==> src/rtl/riscv_pkg.sv <==
// Shared types for the RV32I pipeline hazard logic: forwarding selects,
// result-source encodings and the data-memory wait FSM states.
package riscv_pkg;

  typedef enum logic [1:0] {
    FWD_RF  = 2'b00,
    FWD_WB  = 2'b01,
    FWD_MEM = 2'b10
  } fwd_sel_t;

  localparam logic [1:0] RESULT_SRC_LOAD = 2'b01;

  typedef enum logic [1:0] {
    MEM_IDLE,
    MEM_WAIT,
    MEM_ERR
  } mem_state_t;

endpackage

==> src/rtl/hazard_mem_wait_fsm.sv <==
// Data-memory wait tracker: freezes the pipe while dmem is busy and escalates
// to a sticky error after MEM_TIMEOUT consecutive wait cycles.
module hazard_mem_wait_fsm
  import riscv_pkg::*;
#(
  parameter int unsigned MEM_TIMEOUT = 16
) (
  input  logic clk,
  input  logic reset,
  input  logic mem_req,
  input  logic dmem_ready,
  output logic mem_stall,
  output logic err_freeze,
  output logic mem_err
);

  localparam int unsigned WCNT_W = $clog2(MEM_TIMEOUT);
  localparam logic [WCNT_W-1:0] WCNT_LAST = WCNT_W'(MEM_TIMEOUT - 1);

  mem_state_t        state_q, state_d;
  logic [WCNT_W-1:0] wcnt_q, wcnt_d;
  logic              err_q, err_d;

  always_ff @(posedge clk) begin
    if (reset) begin
      state_q <= MEM_IDLE;
      wcnt_q  <= '0;
      err_q   <= 1'b0;
    end else begin
      state_q <= state_d;
      wcnt_q  <= wcnt_d;
      err_q   <= err_d;
    end
  end

  // wcnt counts wait cycles already spent; the IDLE cycle that starts a wait is cycle 1.
  always_comb begin
    state_d = state_q;
    wcnt_d  = wcnt_q;
    err_d   = err_q;
    case (state_q)
      MEM_IDLE: begin
        if (mem_req && !dmem_ready) begin
          state_d = MEM_WAIT;
          wcnt_d  = WCNT_W'(1);
        end
      end
      MEM_WAIT: begin
        if (dmem_ready || !mem_req) begin
          state_d = MEM_IDLE;
        end else if (wcnt_q == WCNT_LAST) begin
          state_d = MEM_ERR;
          err_d   = 1'b1;
        end else begin
          wcnt_d = wcnt_q + WCNT_W'(1);
        end
      end
      MEM_ERR:  state_d = MEM_ERR;
      default:  state_d = MEM_IDLE;
    endcase
  end

  always_comb begin
    mem_stall  = (state_q == MEM_IDLE || state_q == MEM_WAIT) && mem_req && !dmem_ready;
    err_freeze = (state_q == MEM_ERR);
    mem_err    = err_q;
  end

endmodule

==> src/rtl/pipeline_hazard_ctrl.sv <==
// Hazard controller for the 5-stage RV32I pipeline: E-stage forwarding,
// load-use stalls, branch flushes, dmem freeze and saturating debug counters.
module pipeline_hazard_ctrl
  import riscv_pkg::*;
#(
  parameter int unsigned REG_ADDR_W  = 5,
  parameter int unsigned CNT_W       = 32,
  parameter int unsigned MEM_TIMEOUT = 16
) (
  input  logic                  clk,
  input  logic                  reset,
  input  logic [REG_ADDR_W-1:0] Rs1D,
  input  logic [REG_ADDR_W-1:0] Rs2D,
  input  logic [REG_ADDR_W-1:0] Rs1E,
  input  logic [REG_ADDR_W-1:0] Rs2E,
  input  logic [REG_ADDR_W-1:0] RdE,
  input  logic [REG_ADDR_W-1:0] RdM,
  input  logic [REG_ADDR_W-1:0] RdW,
  input  logic [1:0]            ResultSrcE,
  input  logic                  RegWriteM,
  input  logic                  RegWriteW,
  input  logic                  PCSrcE,
  input  logic                  MemReqM,
  input  logic                  dmem_ready,
  output logic [1:0]            ForwardAE,
  output logic [1:0]            ForwardBE,
  output logic                  StallF,
  output logic                  StallD,
  output logic                  StallE,
  output logic                  StallM,
  output logic                  FlushD,
  output logic                  FlushE,
  output logic                  FlushW,
  output logic                  mem_err,
  output logic [CNT_W-1:0]      stall_cnt,
  output logic [CNT_W-1:0]      flush_cnt
);

  logic mem_stall;
  logic err_freeze;
  logic lw_stall;
  logic any_stall;
  logic branch_flush;

  hazard_mem_wait_fsm #(
    .MEM_TIMEOUT(MEM_TIMEOUT)
  ) u_mem_wait (
    .clk        (clk),
    .reset      (reset),
    .mem_req    (MemReqM),
    .dmem_ready (dmem_ready),
    .mem_stall  (mem_stall),
    .err_freeze (err_freeze),
    .mem_err    (mem_err)
  );

  // x0 is never forwarded; the M-stage result is younger and wins over W.
  function automatic fwd_sel_t fwd_pick(
    input logic [REG_ADDR_W-1:0] rs,
    input logic [REG_ADDR_W-1:0] rd_m,
    input logic [REG_ADDR_W-1:0] rd_w,
    input logic                  we_m,
    input logic                  we_w
  );
    if (we_m && rd_m != '0 && rd_m == rs) return FWD_MEM;
    if (we_w && rd_w != '0 && rd_w == rs) return FWD_WB;
    return FWD_RF;
  endfunction

  assign ForwardAE = fwd_pick(Rs1E, RdM, RdW, RegWriteM, RegWriteW);
  assign ForwardBE = fwd_pick(Rs2E, RdM, RdW, RegWriteM, RegWriteW);

  assign lw_stall = (ResultSrcE == RESULT_SRC_LOAD) && (RdE != '0) &&
                    ((Rs1D == RdE) || (Rs2D == RdE));

  // A frozen pipe holds a resolved branch in E, so its flush is deferred until release.
  always_comb begin
    StallF = 1'b0;
    StallD = 1'b0;
    StallE = 1'b0;
    StallM = 1'b0;
    FlushD = 1'b0;
    FlushE = 1'b0;
    FlushW = 1'b0;
    if (err_freeze || mem_stall) begin
      StallF = 1'b1;
      StallD = 1'b1;
      StallE = 1'b1;
      StallM = 1'b1;
      FlushW = 1'b1;
    end else if (PCSrcE) begin
      FlushD = 1'b1;
      FlushE = 1'b1;
    end else if (lw_stall) begin
      StallF = 1'b1;
      StallD = 1'b1;
      FlushE = 1'b1;
    end
  end

  assign any_stall    = StallF || StallD || StallE || StallM;
  assign branch_flush = PCSrcE && !mem_stall && !err_freeze;

  always_ff @(posedge clk) begin
    if (reset) begin
      stall_cnt <= '0;
      flush_cnt <= '0;
    end else begin
      if (any_stall && stall_cnt != '1) stall_cnt <= stall_cnt + CNT_W'(1);
      if (branch_flush && flush_cnt != '1) flush_cnt <= flush_cnt + CNT_W'(1);
    end
  end

endmodule

==> config.mk <==
export PLATFORM = sky130hd
export DESIGN_NAME = pipeline_hazard_ctrl
export DESIGN_NICKNAME = d
export VERILOG_FILES = /design/src/rtl/riscv_pkg.sv /design/src/rtl/hazard_mem_wait_fsm.sv /design/src/rtl/pipeline_hazard_ctrl.sv
export SDC_FILE = /design/constraint.sdc
export NUM_CORES = 1
export LEC_CHECK = 0
export BUFFER_PORTS_ARGS = -buffer_cell sky130_fd_sc_hd__buf_2
export CORE_MARGIN = 1.5
export CORE_UTILIZATION = 30
export CTS_BUF_LIST = sky130_fd_sc_hd__clkbuf_4 sky130_fd_sc_hd__clkbuf_8 sky130_fd_sc_hd__clkbuf_16
export DETAILED_ROUTE_END_ITERATION = 6
export HOLD_SLACK_MARGIN = 0.12
export REMOVE_ABC_BUFFERS = 1
export SLEW_MARGIN = 20
export SYNTH_ARGS = -nofsm -noshare
export SYNTH_HDL_FRONTEND = slang
export SYNTH_HIERARCHICAL = 1
export SYNTH_SLANG_ARGS = --single-unit
export TNS_END_PERCENT = 10
==> constraint.sdc <==
create_clock -name clk -period 3.2 [get_ports clk]
set_input_delay 0.64 -clock clk [delete_from_list [all_inputs] [get_ports clk]]
set_output_delay 0.64 -clock clk [all_outputs]
set_load 0.01 [all_outputs]
==> results of run 1 <==
## cells in the final DEF (no fill, tap or decap), types with 3 or more instances in the layout
cell / n
dfxtp_1: 71
xnor2_1: 24
nor2b_1: 4
a21oi_1: 38
nor4_1: 8
or3_1: 22
buf_2: 119
clkinv_2: 4
o21ai_0: 26
clkbuf_16: 9
nor3_1: 4
and3_1: 13
ha_1: 3
nor2_1: 38
o31ai_1: 11
nand3_1: 21
xor2_1: 32
nand2_1: 31
nand4_1: 21
buf_4: 4
and4_1: 13
or4_1: 16
inv_1: 8
## state kept, by name (all words and copies together), names as in the netlist
register,count
u_mem_wait/wcnt_q,4
flush_cnt,32
u_mem_wait/mem_err,1
stall_cnt,32
u_mem_wait/state_q,2
## layer usage
layer	vias to the layer above	part of all wire, %
met5	-	0
met4	0	1.3
met3	13	5.4
met2	108	49
met1	1812	44
li1	1926	-
## stage by stage
stage               utilization [%]  hold slack [ps]  setup WS (ps)  power, mW
CTS                            39.0              484            424       2.05
detailed placement             36.7              472            341       1.07
global route                   39.0              500            238       2.11
finish                         39.0              476            443       2.02
floorplan                         -              456            437      0.986
global placement               36.7              467            446       1.07
## worst register-to-register path, stage by stage (launching register included)
cell and delay [ps]:
dfxtp_1 390, ha_1 280, nand2_1 210, or4_1 610
nor3_2 230, nand3_1 320, or3_1 400, a21oi_1 150
## path summary, 6_finish.rpt
check	to	slack, ps	depth (start not counted)
max	StallF	440	8
min reg2reg	u_mem_wait/mem_err	480	2
min	u_mem_wait/mem_err	480	2
max reg2reg	stall_cnt[22]	540	7
## logic make-up after synthesis
kind of cell	Yosys count	share of synthesized area, %
mux	4	1.11
buf+inv	28	3.39
fa+ha+maj	3	0.977
flops	71	37.0
xor+xnor	56	12.8
simple gates	202	29.9
compound gates	93	14.9
## power by group
| group | internal [mW] | switching, mW | total [mW] |
|---|---|---|---|
| Combinational | 0.0669 | 0.0913 | 0.158 |
| Clock | 0.602 | 0.368 | 0.969 |
| Sequential | 0.889 | 0.00588 | 0.895 |
| Total | 1.56 | 0.465 | 2.02 |
## layout make-up
cell class	count	area, um2
fill	1317	7670
multi-input combinational	358	2290
sequential	71	1420
timing repair buffer	124	646
clock buffer	10	233
tap	172	215
clock inverter	5	50.0
inverter	10	42.5
==> flow_metrics.env, run 1 <==
export IMPL_cts_sinks=71
export IMPL_drtPass1Iterations=4
export IMPL_yosysWarnings=6
export IMPL_synthCells=457
export IMPL_drc=0
export IMPL_synth_top_cell_by_area="dfxtp_1"
export IMPL_drive_gt1_share_pct=25.8
export IMPL_start_util_pct=30.6
export IMPL_avgSynthCellArea_um2=8.41
export IMPL_hold_viol=0
export IMPL_place_area_um2=4620
export IMPL_fin_setup_tns_ps=0
export IMPL_cp_slowest_stage_delay_ps=310
export IMPL_dpl_hpwl_um=7750
export IMPL_path_max_fanout=11
export IMPL_arrival_ps=2120
export IMPL_fmax_mhz=363
export IMPL_end_kind="primary output"
export IMPL_maxSlewViolCount=0
export IMPL_synth_most_common_cell="dfxtp_1"
export IMPL_cts_tree="done"
export IMPL_synth_flop_cell="dfxtp_1"
export IMPL_grt_max_degree=52
export IMPL_hold_path_startpoint="u_mem_wait/mem_err"
export IMPL_avgViaCountPerCell=5.15
export IMPL_port_buffers=119
export IMPL_synth_area_top_cells="dfxtp_1 37%, xor2_1 7.3%, xnor2_1 5.5%"
export IMPL_drv_cap=0
export IMPL_ant_nets=0
export IMPL_synth_top_area_share_pct=37.0
export IMPL_top_usage_layer="met2"
export IMPL_antenna_found_initial=0
export IMPL_clk_pin_slew_worst_paths_ps=60
export IMPL_ys_seq_area_share_pct=37.0
export IMPL_grtUsageMet1_pct=19.5
export IMPL_finalCritPeriodShare_pct=86.2
export IMPL_synth_common_cells="71 x dfxtp_1, 38 x a21oi_1, 38 x nor2_1, 32 x xor2_1, 31 x nand2_1"
export IMPL_grt_pass1_wl_um=16800
export IMPL_rsz0062_at_grt="false"
export IMPL_syn_to_final_growth_pct=27.5
export IMPL_cts_buffer_depth=2
export IMPL_insertion_delay_ps=330
export IMPL_die_h_um=116
export IMPL_gr_usage_met2_pct=26.4
export IMPL_grt_pass1_vias=3512
export IMPL_setup_viol=0
export IMPL_drt_iter0_drc=214
export IMPL_crit_chain="buf_2 -> or3b_4 -> clkinv_4 -> nor2_1 -> o221ai_1 -> buf_4 -> and2_1 -> buf_2"
export IMPL_reg2reg_from="stall_cnt[0]"
export IMPL_routed_wl_um=10400
export IMPL_timing_critical_path_buf_inv=4
export IMPL_async_flop_share_pct=0
export IMPL_period_needed_ps=2760
export IMPL_ctsHoldBuffers=0
export IMPL_critical_path_startpoint="MemReqM"
export IMPL_status="complete, no violations"
export IMPL_synthesis_area_um2=3840
export IMPL_dieArea_um2=13500
export IMPL_postCtsSetupRepairBufs=0
export IMPL_slowest_stage="nor2_1"
export IMPL_power_density_nw_per_um2=413
export IMPL_start_kind="primary input"
export IMPL_cts_root_buf="clkbuf_16"
export IMPL_tightest_slew_ps=1070
export IMPL_yosysUniqueCellTypes=50
export IMPL_rows=41
export IMPL_holdCritPathClass="flip-flop to flip-flop"
export IMPL_skew_ps=5.26
export IMPL_ys_seq_elements=71
export IMPL_num_vias=3859
export IMPL_synth_edf_count=0
export IMPL_io_pins=120
export IMPL_drt_wirelength_per_cell_um=13.9
export IMPL_grtUsageMet3_pct=3.94
export IMPL_crit_type="primary input to primary output"
export IMPL_n_antenna_cell=0
export IMPL_max_slew_margin_rel_pct=28.2
export IMPL_globalRouteTotalUtil_pct=15.6
export IMPL_cpMostUsedCell="buf_2"
export IMPL_final_area_um2=4900
export IMPL_fin_nets=621
export IMPL_p_leak_nw=1.96
export IMPL_crit_required_ps=2560
export IMPL_cts_max_level=3
export IMPL_gp_congestion=0.801
export IMPL_core_area_um2=12600
export IMPL_post_cts_resized=0
export IMPL_dp_cells=735
export IMPL_overflow=0
export IMPL_path_delay_family="simple AND/OR/NAND/NOR gates"
export IMPL_cts_made_buffers=9
export IMPL_stdcell_count=750
export IMPL_vdd_drop_max_uv=287
export IMPL_die_width_um=116
No activity file was read; power rests on OpenSTA's default activity.
==> inputs of run 2 (changes only) <==
CORE_UTILIZATION = 35   (was 30)
==> run 2 against run 1 <==
Against the previous run:
- utilization rose by 5.0 points
- via count fell by 1.8%
- maximum frequency rose by 0.72%
==> flow_metrics.env, run 2 (same netlist as run 1, synthesis figures left out) <==
export IMPL_status="complete, no violations"
export IMPL_drt_wirelength_per_cell_um=14.0
export IMPL_cts_made_buffers=9
export IMPL_avgViaCountPerCell=5.29
export IMPL_grt_pass1_vias=3359
export IMPL_ctsHoldBuffers=0
export IMPL_cts_sinks=71
export IMPL_overflow=0
export IMPL_die_h_um=108
export IMPL_skew_ps=7.60
export IMPL_globalRouteTotalUtil_pct=17.7
export IMPL_dieArea_um2=11600
export IMPL_final_cell_mix="119 x buf_2, 71 x dfxtp_1, 38 x nor2_1, 38 x a21oi_1, 32 x xor2_1"
export IMPL_post_cts_resized=0
export IMPL_postCtsSetupRepairBufs=0
export IMPL_core_area_um2=10800
export IMPL_dpl_hpwl_um=7440
export IMPL_routed_wl_um=10000
export IMPL_final_area_um2=4750
export IMPL_rsz0062_at_grt="false"
export IMPL_crit_type="primary input to primary output"
export IMPL_ant_nets=0
export IMPL_die_width_um=108
export IMPL_port_buffers=119
export IMPL_finalCritPeriodShare_pct=85.6
export IMPL_insertion_delay_ps=350
export IMPL_arrival_ps=2100
export IMPL_p_int_mw=1.25
export IMPL_seq_power_share_pct=53.6
export IMPL_drv_cap=0
export IMPL_layout_commonest_cell="buf_2"
export IMPL_switchingPower_mw=0.418
export IMPL_io_pins=120
export IMPL_p_leak_nw=1.91
export IMPL_end_kind="primary output"
export IMPL_stdcell_count=716
export IMPL_p_clk_share_pct=37.0
export IMPL_fmax_mhz=365
export IMPL_drive_gt1_share_pct=25.7
export IMPL_netSwitchingFraction_pct=25.0
export IMPL_setup_viol=0
export IMPL_largestRegisters="flush_cnt (32), stall_cnt (32), u_mem_wait/wcnt_q (4)"
export IMPL_grt_max_degree=46
export IMPL_tightest_slew_ps=808
export IMPL_drtPass1Iterations=6
export IMPL_period_needed_ps=2740
export IMPL_start_util_pct=35.6
export IMPL_antenna_found_initial=0
export IMPL_hold_depth=2
export IMPL_dp_cells=703
export IMPL_n_antenna_cell=0
export IMPL_drc=0
export IMPL_total_power_mw=1.67
export IMPL_reg2reg_depth=7
export IMPL_rows=38
export IMPL_cts_root_buf="clkbuf_8"
export IMPL_drt_iter0_drc=186
export IMPL_num_vias=3791
export IMPL_power_density_nw_per_um2=352
export IMPL_clk_pin_slew_worst_paths_ps=70
export IMPL_cts_tree="done"
export IMPL_gp_congestion=0.845
export IMPL_place_area_um2=4590
export IMPL_grt_pass1_wl_um=16300
export IMPL_max_slew_margin_rel_pct=45.3
export IMPL_path_max_fanout=9
export IMPL_start_kind="primary input"
export IMPL_cts_max_level=3
export IMPL_fin_util_pct=44.0
export IMPL_fin_setup_tns_ps=0
export IMPL_syn_to_final_growth_pct=23.6
export IMPL_holdCritPathClass="flip-flop to flip-flop"
export IMPL_p_comb_share_pct=9.4
export IMPL_vdd_drop_max_uv=333
export IMPL_cts_buffer_depth=2
export IMPL_hold_viol=0
export IMPL_fin_nets=621
export IMPL_crit_required_ps=2560
export IMPL_maxSlewViolCount=0
[run 2: cell types whose count changed in the layout (fill, tap and decap cells not counted)]
cell / previous run / this run
clkinv_2: 4 / 2
o31ai_1: 11 / 10
clkbuf_16: 9 / 0
buf_4: 4 / 3
buf_12: 1 / 2
o31ai_2: 0 / 1
bufinv_16: 1 / 0
clkbuf_8: 0 / 10
[run 2: power groups by stage]
stage	Combinational (mW)	Sequential, mW	Clock, mW
3_3_place_gp	0.156	0.914	0
2_1_floorplan	0.0707	0.915	0
6_report	0.157	0.894	0.619
4_1_cts	0.159	0.894	0.649
3_5_place_dp	0.158	0.915	0
5_1_grt	0.174	0.895	0.684
[run 2: metrics by stage]
step           worst slack, ps  hold WS [ps]
6_report                   462           491
3_3_place_gp               377           473
2_1_floorplan              437           456
4_1_cts                    450           494
3_5_place_dp               286           477
5_1_grt                    313           521
[run 2: critical path, stage by stage]
cell and delay, ps:
buf_2 90, or3b_4 260, clkinv_4 90, nor2_1 270
o221ai_1 310, and2_1 280, buf_2 160
[run 2: area by class of cell]
class,count,area (um2)
clock buffers,11,145
clock inverters,2,10.0
fillers,1071,6040
inverters,10,42.5
multi-input cells,358,2300
flip-flops and latches,71,1420
well taps,140,175
repair buffers,124,658
[run 2: routing by layer]
layer	GRT usage (%)	part of all wire, %
met3	6.54	6.8
met1	21.8	45
met2	28.7	48
met5	0	0
met4	4.98	0.43
[run 2: path summary, 6_finish.rpt]
path	start	end	slack (ps)
setup reg to reg	stall_cnt[0]	stall_cnt[24]	570
setup / recovery	MemReqM	StallD	460
hold / removal	u_mem_wait/mem_err	u_mem_wait/mem_err	490
hold reg to reg	u_mem_wait/mem_err	u_mem_wait/mem_err	490
